<file path="config.mk">
export PLATFORM = sky130hd
export DESIGN_NAME = fifo_uart_tx
export DESIGN_NICKNAME = d
export VERILOG_FILES = /design/src/rtl/fifo_uart_tx.sv
export SDC_FILE = /design/constraint.sdc
export NUM_CORES = 1
export LEC_CHECK = 0
export CORE_MARGIN = 2
export CORE_UTILIZATION = 34
export DETAILED_ROUTE_END_ITERATION = 6
export PLACE_DENSITY = 0.58
export SLEW_MARGIN = 20
export SYNTH_ARGS = -nofsm -noshare
export SYNTH_HDL_FRONTEND = slang
export SYNTH_SLANG_ARGS = --single-unit
</file>
<file path="constraint.sdc">
create_clock -name clk -period 2.8 [get_ports clk]
set_clock_uncertainty 0.05 [all_clocks]
set_input_delay 0.84 -clock clk [delete_from_list [all_inputs] [get_ports clk]]
set_output_delay 0.84 -clock clk [all_outputs]
set_load 0.01 [all_outputs]
</file>
<file path="src/rtl/fifo_uart_tx.sv">
// fifo_uart_tx
//   Drain stage between the synchronous byte FIFO and the serial pad. Pops one
//   byte at a time through the FIFO rd/empty/data_out handshake and sends it as
//   an async frame: start(0), 8 data bits LSB first, optional even parity,
//   then 1 or 2 stop(1) bits.
//
// Parameters
//   CLKS_PER_BIT  clk cycles per serial bit (2..65535)
//   PARITY_EN     1 = insert even-parity bit after the data bits
//   STOP_BITS     number of stop bits (1 or 2)
//
// Ports
//   clk         system clock, all logic on posedge
//   rst         asynchronous, active-high reset
//   en          1 = allowed to start new frames
//   fifo_empty  FIFO empty flag (only looked at in IDLE)
//   fifo_data   FIFO data_out, valid the cycle after fifo_rd is sampled
//   fifo_rd     one-cycle pop request per byte
//   tx          serial line, idle high, driven from a flop
//   busy        high whenever the FSM is not in IDLE
//   tx_done     one-cycle pulse in the first IDLE cycle after a frame
module fifo_uart_tx #(
  parameter int CLKS_PER_BIT = 16,
  parameter int PARITY_EN    = 0,
  parameter int STOP_BITS    = 1
) (
  input  logic       clk,
  input  logic       rst,
  input  logic       en,
  input  logic       fifo_empty,
  input  logic [7:0] fifo_data,
  output logic       fifo_rd,
  output logic       tx,
  output logic       busy,
  output logic       tx_done
);

  localparam int CW = (CLKS_PER_BIT > 1) ? $clog2(CLKS_PER_BIT) : 1;
  localparam logic [CW-1:0] BAUD_MAX  = CW'(CLKS_PER_BIT - 1);
  localparam logic [2:0]    LAST_STOP = 3'(STOP_BITS - 1);

  typedef enum logic [2:0] {
    IDLE, FETCH, LOAD, START, DATA, PARITY, STOP
  } state_t;

  state_t        state_q, state_d;
  logic [CW-1:0] baud_q, baud_d;
  logic [2:0]    bit_q, bit_d;
  logic [7:0]    data_q, data_d;
  logic          parity_q, parity_d;
  logic          tx_q, tx_d;
  logic          done_q, done_d;
  logic          bitEnd;

  always_ff @(posedge clk or posedge rst) begin
    if (rst) begin
      state_q  <= IDLE;
      baud_q   <= '0;
      bit_q    <= '0;
      data_q   <= '0;
      parity_q <= 1'b0;
      tx_q     <= 1'b1;
      done_q   <= 1'b0;
    end else begin
      state_q  <= state_d;
      baud_q   <= baud_d;
      bit_q    <= bit_d;
      data_q   <= data_d;
      parity_q <= parity_d;
      tx_q     <= tx_d;
      done_q   <= done_d;
    end
  end

  always_comb begin
    state_d  = state_q;
    baud_d   = baud_q;
    bit_d    = bit_q;
    data_d   = data_q;
    parity_d = parity_q;
    done_d   = 1'b0;
    tx_d     = 1'b1;
    bitEnd   = (baud_q == BAUD_MAX);

    // The baud counter only runs while a symbol is on the line and wraps at
    // every bit boundary, so it is back at zero whenever the FSM re-enters IDLE.
    case (state_q)
      START, DATA, PARITY, STOP: baud_d = bitEnd ? '0 : baud_q + 1'b1;
      default: ;
    endcase

    // bit_q doubles as the data bit index in DATA and the stop bit index in STOP.
    case (state_q)
      IDLE: begin
        if (en && !fifo_empty) state_d = FETCH;
      end
      FETCH: state_d = LOAD;
      LOAD: begin
        data_d   = fifo_data;
        parity_d = ^fifo_data;
        baud_d   = '0;
        bit_d    = '0;
        state_d  = START;
      end
      START: begin
        if (bitEnd) state_d = DATA;
      end
      DATA: begin
        if (bitEnd) begin
          if (bit_q == 3'd7) begin
            bit_d   = '0;
            state_d = (PARITY_EN != 0) ? PARITY : STOP;
          end else begin
            bit_d = bit_q + 3'd1;
          end
        end
      end
      PARITY: begin
        if (bitEnd) state_d = STOP;
      end
      STOP: begin
        if (bitEnd) begin
          if (bit_q == LAST_STOP) begin
            bit_d   = '0;
            state_d = IDLE;
            done_d  = 1'b1;
          end else begin
            bit_d = bit_q + 3'd1;
          end
        end
      end
      default: state_d = IDLE;
    endcase

    // tx is registered: its next value is chosen from the state being entered,
    // so the line level lines up exactly with the registered state.
    case (state_d)
      START:   tx_d = 1'b0;
      DATA:    tx_d = data_d[bit_d];
      PARITY:  tx_d = parity_d;
      default: tx_d = 1'b1;
    endcase
  end

  assign fifo_rd = (state_q == FETCH);
  assign busy    = (state_q != IDLE);
  assign tx      = tx_q;
  assign tx_done = done_q;

endmodule

</file>
; Word level (Yosys, flattened, before mapping)
; Index checks and enable logic that the tools add are counted.
[totals]
inputBits = 12
ff_bits = 21
out_inout_bits = 4
elab_cells = 53
[classes]
order_cmp = 1
mux = 24
n_reduce_logical = 8
addsub = 2
eq_ne = 11
[op_table]
columns = cell, n
row1 = $mux 3, 11
row2 = $pmux 3 s7, 1
row3 = $eq 3x3->1 const B, 6
row4 = $mux 4, 3
row5 = $eq 3x2->1 const B, 3
row6 = $pmux 3 s3, 1
row7 = $mux 8, 1
row8 = $reduce_xor 8->1, 1
row9 = $logic_not 3->1, 2
row10 = $mux 1, 5
row11 = $add 4x1->4 const B, 1
row12 = $eq 4x4->1 const B, 1
row13 = $lt 3x4->1 const B, 1
row14 = $reduce_or 4->1, 1
row15 = $add 3x1->3 const B, 1
row16 = $bmux 1 s3, 1
row17 = $eq 3x1->1 const B, 1
row18 = $pmux 1 s3, 1
row19 = $reduce_bool 3->1, 1
row20 = $reduce_bool 2->1, 1
row21 = $logic_and 1x1->1, 1
row22 = $logic_not 1->1, 1

; Logic depth before layout (Yosys ltp)
[depth]
depth_word = 7
depth_mapped = 9
mapped_depth_nobuf = 9

; Worst setup path after synthesis
; No wires, ideal clock.
[synth_path]
path_kind = register to register
from = register baud_q[0]
to = register tx_q (netlist: tx)
path_stages_with_launch = 9
t_required_ns = 2.667
arrival_ns = 1.911
slack_ns = 0.756
period_less_slack_ns = 2.044
path_buffers = 1
setup_ns = 0.083
cell_sequence = dfrtp_1 -> ha_1 -> and3_4 -> buf_8 -> and3_1 -> nor2_1 -> mux2i_1 -> nor3_1 -> o32a_1
[synth_via]
elab_chain_cells = 6
word_cells_on_any_way = 15
classes_between = 4 x eq/ne / 11 x mux
[synth_lines]
columns = item, line
row1 = "start, declared", 47  ; logic [CW-1:0] baud_q, baud_d;
row2 = "start signal, assigned", 66  ; baud_q <= baud_d;
row3 = $eq 4x4->1 (*), 83  ; bitEnd = (baud_q == BAUD_MAX);
row4 = $mux 3 (on tied branches), "122, 109"
row5 = $pmux 3 s3, 93  ; case (state_q)
row6 = $bmux 1 s3, 139  ; DATA: tx_d = data_d[bit_d];
row7 = $mux 1 (implied by the code), 139
row8 = $pmux 1 s3 (*), 137  ; case (state_d)
row9 = net tx_d, 51  ; logic tx_q, tx_d;
row10 = "end signal, assigned", 70  ; tx_q <= tx_d;
row11 = "end, declared", 51
; Mark *: on every way through the listed nets, which the timed path passes. The rest lies on a longest branch. The select of a mux whose other input is x is not followed.
; A chain may end at the register's enable or synchronous reset.

; Worst setup path in the final report
[layout_path]
from = register state_q[0]
to = output fifo_rd
[layout_via]
elab_chain_cells = 1
[layout_lines]
columns = item, line
row1 = "start, declared", 46  ; state_t state_q, state_d;
row2 = "start signal, assigned", 65  ; state_q <= state_d;
row3 = $eq 3x1->1, 145  ; assign fifo_rd = (state_q == FETCH);
row4 = "end, declared", 32  ; output logic fifo_rd,
; Every way passes these cells.

==> report_table.html <==
<table>
<tr><th>Metric</th><th>Value</th></tr>
<tr><th colspan="2">Outcome</th></tr>
<tr><td>Run status</td><td>complete, no violations</td></tr>
<tr><th colspan="2">GRT</th></tr>
<tr><td>Met2 Use GR</td><td>0.239</td></tr>
<tr><td>Vias in the first global route</td><td>1,134</td></tr>
<tr><td>Tot GR Track Use</td><td>0.157</td></tr>
<tr><td>Gr busiest metal</td><td>met2</td></tr>
<tr><td>Number of antenna violations at the first check in global routing</td><td>0</td></tr>
<tr><td>Met1 track demand over resource in global routing</td><td>0.210</td></tr>
<tr><td>Overflow after GRT</td><td>0</td></tr>
<tr><td>Routing usage on met3</td><td>0.0321</td></tr>
<tr><td>Wire length of the first global-routing pass</td><td>5.31 mm</td></tr>
<tr><td>Largest net degree at the start of global routing</td><td>22</td></tr>
<tr><th colspan="2">Floorplan</th></tr>
<tr><td>Die area</td><td>4490 um2</td></tr>
<tr><td>Std cell rows</td><td>22</td></tr>
<tr><td>Count of boundary I/O pins</td><td>16</td></tr>
<tr><td>Die span in x</td><td>67.0 um</td></tr>
<tr><td>Effective utilization at floorplan</td><td>0.361</td></tr>
<tr><td>Core outline area</td><td>3740 um2</td></tr>
<tr><td>Vert. Die Dim</td><td>67.0 um</td></tr>
<tr><th colspan="2">Placed design</th></tr>
<tr><td>Post-Place Worst Slack</td><td>0.374 ns</td></tr>
<tr><td>Last weighted congestion value of the routability-driven placer</td><td>0.902</td></tr>
<tr><td>Post-detail-place hpwl</td><td>2.09 mm</td></tr>
<tr><td>Port Buffers</td><td>15</td></tr>
<tr><td>Cell count after placement</td><td>205</td></tr>
<tr><th colspan="2">Pwr</th></tr>
<tr><td>Power Internal</td><td>458 uW</td></tr>
<tr><td>Pwr dens</td><td>372 nW/um2</td></tr>
<tr><td>Design Power</td><td>598 uW</td></tr>
<tr><td>Portion of total power attributed to sequential cells</td><td>0.533</td></tr>
<tr><td>Static leakage power</td><td>0.000699 uW</td></tr>
<tr><td>Power spent charging and discharging nets</td><td>140 uW</td></tr>
<tr><td>Clk network pwr share</td><td>0.348</td></tr>
<tr><td>Maximum ir drop on the vdd rail</td><td>187 uV</td></tr>
<tr><td>Share of total power in combinational logic</td><td>0.120</td></tr>
<tr><td>Switching fraction of total power</td><td>0.235</td></tr>
<tr><th colspan="2">STA</th></tr>
<tr><td>Max-slew headroom</td><td>0.644</td></tr>
<tr><td>Setup repair after global routing missed its margin</td><td>false</td></tr>
<tr><td>Slew at the pin with the worst max-slew slack</td><td>0.527 ns</td></tr>
<tr><td>Worst hold slack across all endpoints</td><td>0.449 ns</td></tr>
<tr><td>Highest achievable clock rate</td><td>0.375 GHz</td></tr>
<tr><td>Hold Fails Final Rpt</td><td>0</td></tr>
<tr><td>Fin crit period</td><td>2.67 ns</td></tr>
<tr><td>Setup Viol. Count Final</td><td>0</td></tr>
<tr><td>Crit share post-route</td><td>0.952</td></tr>
<tr><td>Final Max Tran Viols</td><td>0</td></tr>
<tr><td>Total negative slack for setup checks</td><td>0 ns</td></tr>
<tr><td>Fin worst setup slack</td><td>0.134 ns</td></tr>
<tr><th colspan="2">Finish</th></tr>
<tr><td>Antenna fix cells</td><td>0</td></tr>
<tr><td>Share of cells above drive strength 1</td><td>0.155</td></tr>
<tr><td>Count of placed standard cells in the final layout, fillers left out</td><td>209</td></tr>
<tr><td>Synthesis-to-layout area growth</td><td>19.1%</td></tr>
<tr><td>Final-stage net count</td><td>178</td></tr>
<tr><th colspan="2">Logic synthesis</th></tr>
<tr><td>Summed instance area of the synthesized netlist</td><td>1350 um2</td></tr>
<tr><td>Share of synthesized area occupied by flip-flops and latches</td><td>0.390</td></tr>
<tr><td>Mean instance size in the synthesized netlist</td><td>9.45 um2</td></tr>
<tr><td>Warnings from Yosys</td><td>0</td></tr>
<tr><td>Leading area contributor after synthesis</td><td>dfrtp_1</td></tr>
<tr><td>Post-synthesis net count</td><td>159</td></tr>
<tr><td>Number of unique standard cell types used by synthesis</td><td>47</td></tr>
<tr><td>Area share of the largest cell type after synthesis</td><td>0.370</td></tr>
<tr><td>Syn Inst Count</td><td>143</td></tr>
<tr><td>Number of register bits inferred by synthesis</td><td>21</td></tr>
<tr><td>Top area cells in the synthesized netlist</td><td>dfrtp_1 (37%), mux2_2 (5.0%), xnor2_1 (4.5%), ha_1 (3.7%), mux2i_1 (3.7%)</td></tr>
<tr><th colspan="2">Clocking</th></tr>
<tr><td>Clock root buffer master</td><td>clkbuf_8</td></tr>
<tr><td>Clock H-tree levels</td><td>1</td></tr>
<tr><td>Cts bufs inserted</td><td>3</td></tr>
<tr><td>Clock insertion delay at the later pin of the skew report</td><td>0.26 ns</td></tr>
<tr><td>Number of hold-repair buffers added at the cts stage</td><td>0</td></tr>
<tr><td>Post-CTS Setup Inserts</td><td>0</td></tr>
<tr><td>TritonCTS clock tree</td><td>built</td></tr>
<tr><td>Number of sinks handled by clock tree synthesis</td><td>21</td></tr>
<tr><td>Clock Pin Slew Worst Setup and Hold Paths</td><td>0.08 ns</td></tr>
<tr><td>Max clock buf depth</td><td>2</td></tr>
<tr><td>Post-cts resize count</td><td>0</td></tr>
<tr><th colspan="2">Route</th></tr>
<tr><td>1st-pass router iterations</td><td>4</td></tr>
<tr><td>ANT nets after route</td><td>0</td></tr>
<tr><td>Drt via density</td><td>5.25</td></tr>
<tr><td>Routed vias</td><td>1,097</td></tr>
<tr><td>Detailed-route DRC error count</td><td>0</td></tr>
<tr><td>Routed length per instance</td><td>14.0 um</td></tr>
<tr><td>Wire length reported by the detailed router</td><td>2.92 mm</td></tr>
<tr><td>Starting DRC count in detailed routing</td><td>48</td></tr>
<tr><th colspan="2">Worst setup path</th></tr>
<tr><td>Slowest stage delay, CP</td><td>0.66 ns</td></tr>
<tr><td>Count of buffer and inverter cells on the critical path</td><td>1</td></tr>
<tr><td>Endpoint of the worst-slack reg-to-reg timing path</td><td>tx$_DFF_PP1_</td></tr>
<tr><td>Type of the worst setup path</td><td>reg -&gt; out</td></tr>
<tr><td>Kind of cell adding the most delay to the critical path</td><td>flip-flops</td></tr>
<tr><td>Endpoint required time on the critical path</td><td>1.91 ns</td></tr>
<tr><td>Arrival time of the worst setup path</td><td>1.78 ns</td></tr>
<tr><td>Slowest cell on the critical path</td><td>dfrtp_1</td></tr>
<tr><td>R2R Path Start</td><td>state_q[2]$_DFF_PP0_</td></tr>
<tr><td>Reg-to-reg setup timing slack</td><td>0.48 ns</td></tr>
<tr><td>Largest fanout on the critical path</td><td>15</td></tr>
<tr><td>Cell-by-cell listing of the critical path</td><td>nand2_1 -&gt; nor2_1 -&gt; clkdlybuf4s50_1</td></tr>
<tr><td>Critical Path Sink Type</td><td>primary output</td></tr>
<tr><td>Crit start category</td><td>register</td></tr>
<tr><td>Worst-case reg-to-reg path depth</td><td>7</td></tr>
<tr><th colspan="2">Job</th></tr>
<tr><td>Max-cap check violation count</td><td>0</td></tr>
<tr><th colspan="2">Worst hold path</th></tr>
<tr><td>Sink of the worst hold path</td><td>data_q[7]$_DFF_PP0_</td></tr>
<tr><td>Hold WC Path Type</td><td>reg -&gt; reg</td></tr>
<tr><td>Startpoint of the worst hold path</td><td>data_q[7]$_DFF_PP0_</td></tr>
<tr><td>WHS Path Cells</td><td>1</td></tr>
</table>
-- logic make-up after synthesis --
group | count (synthesis) | share of synthesized area
simple gates | 47 | 0.176
compound gates | 34 | 0.186
flops | 21 | 0.390
buf+inv | 17 | 0.0593
mux | 13 | 0.106
xor+xnor | 7 | 0.0454
fa+ha+maj | 4 | 0.0370
-- layout by cell type, fill, tap and decap left out, drive strengths merged, types with 4 or more instances in the layout --
cell,n
nor2,12
nand3,6
mux2,8
a21oi,7
xnor2,7
mux2i,5
nor3,5
buf,5
inv,11
and3,4
nand2,12
ha,4
clkdlybuf4s50,15
dfrtp,20
-- registers in the layout, indices dropped and copies added (netlist names) --
register	count
tx_done	1
parity_q	1
tx	1
bit_q	3
state_q	3
data_q	8
baud_q	4
-- synthesized netlist by cell type, drive strengths merged --
| master | n |
|---|---|
| mux2i | 5 |
| nand2b | 1 |
| a21o | 2 |
| buf | 4 |
| o221ai | 1 |
| nor4 | 1 |
| dfstp | 1 |
| o31ai | 1 |
| a311o | 1 |
| and3 | 4 |
| nor2b | 1 |
| ha | 4 |
| nand3 | 6 |
| inv | 11 |
| nor3b | 1 |
| a31oi | 3 |
| a21oi | 7 |
| xnor2 | 7 |
| nand2 | 12 |
| o22ai | 3 |
| mux2 | 8 |
| or3 | 3 |
| o21bai | 1 |
| clkbuf | 2 |
| o32a | 1 |
| a221o | 1 |
| a2bb2oi | 2 |
| o31a | 1 |
| nor2 | 12 |
| and4 | 1 |
| o21ai | 2 |
| nor3 | 5 |
| o21a | 1 |
| o41ai | 1 |
| o2bb2ai | 2 |
| a32o | 1 |
| dfrtp | 20 |
| a211oi | 3 |
-- layer usage --
layer  up-vias  part of all wire
met5         -                 0
met4         0             0.025
met3         7             0.034
met2        23              0.46
met1       514              0.48
li1        553                 -
-- power by group through the flow --
stage | registers [uW] | logic, uW | clock network, uW
2_1_floorplan | 324 | 43.4 | 0
3_3_place_gp | 325 | 70.2 | 0
3_5_place_dp | 325 | 71.7 | 0
4_1_cts | 319 | 73.0 | 216
5_1_grt | 320 | 79.0 | 234
6_report | 319 | 71.6 | 208
-- metrics by stage --
stage	area, um2	util
3_5_place_dp	1560	0.417
2_1_floorplan	1350	-
5_1_grt	1610	0.430
3_3_place_gp	1560	0.417
4_1_cts	1610	0.430
6_report	1610	0.430
-- area by class of cell --
type                    count  area, um2
fillers                   378       2130
well taps                  48       60.1
inverters                  11       41.3
multi-input cells         105        744
flip-flops and latches     21        527
repair buffers             20        188
clock inverters             1       7.51
clock buffers               3       41.3
-- how the worst max path moves through the flow --
stage                          startpoint  slack (ns)  depth (start not counted)      endpoint
floorplan           baud_q[0]$_DFFE_PP0P_        0.76                          8  tx$_DFF_PP1_
global placement             fifo_data[3]        0.40                          7  tx$_DFF_PP1_
detailed placement           fifo_data[3]        0.37                          7  tx$_DFF_PP1_
CTS                  state_q[0]$_DFF_PP0_        0.16                          3       fifo_rd
global route         state_q[0]$_DFF_PP0_        0.05                          3       fifo_rd
finish               state_q[0]$_DFF_PP0_        0.13                          3       fifo_rd
No activity file was read; power rests on OpenSTA's default activity.
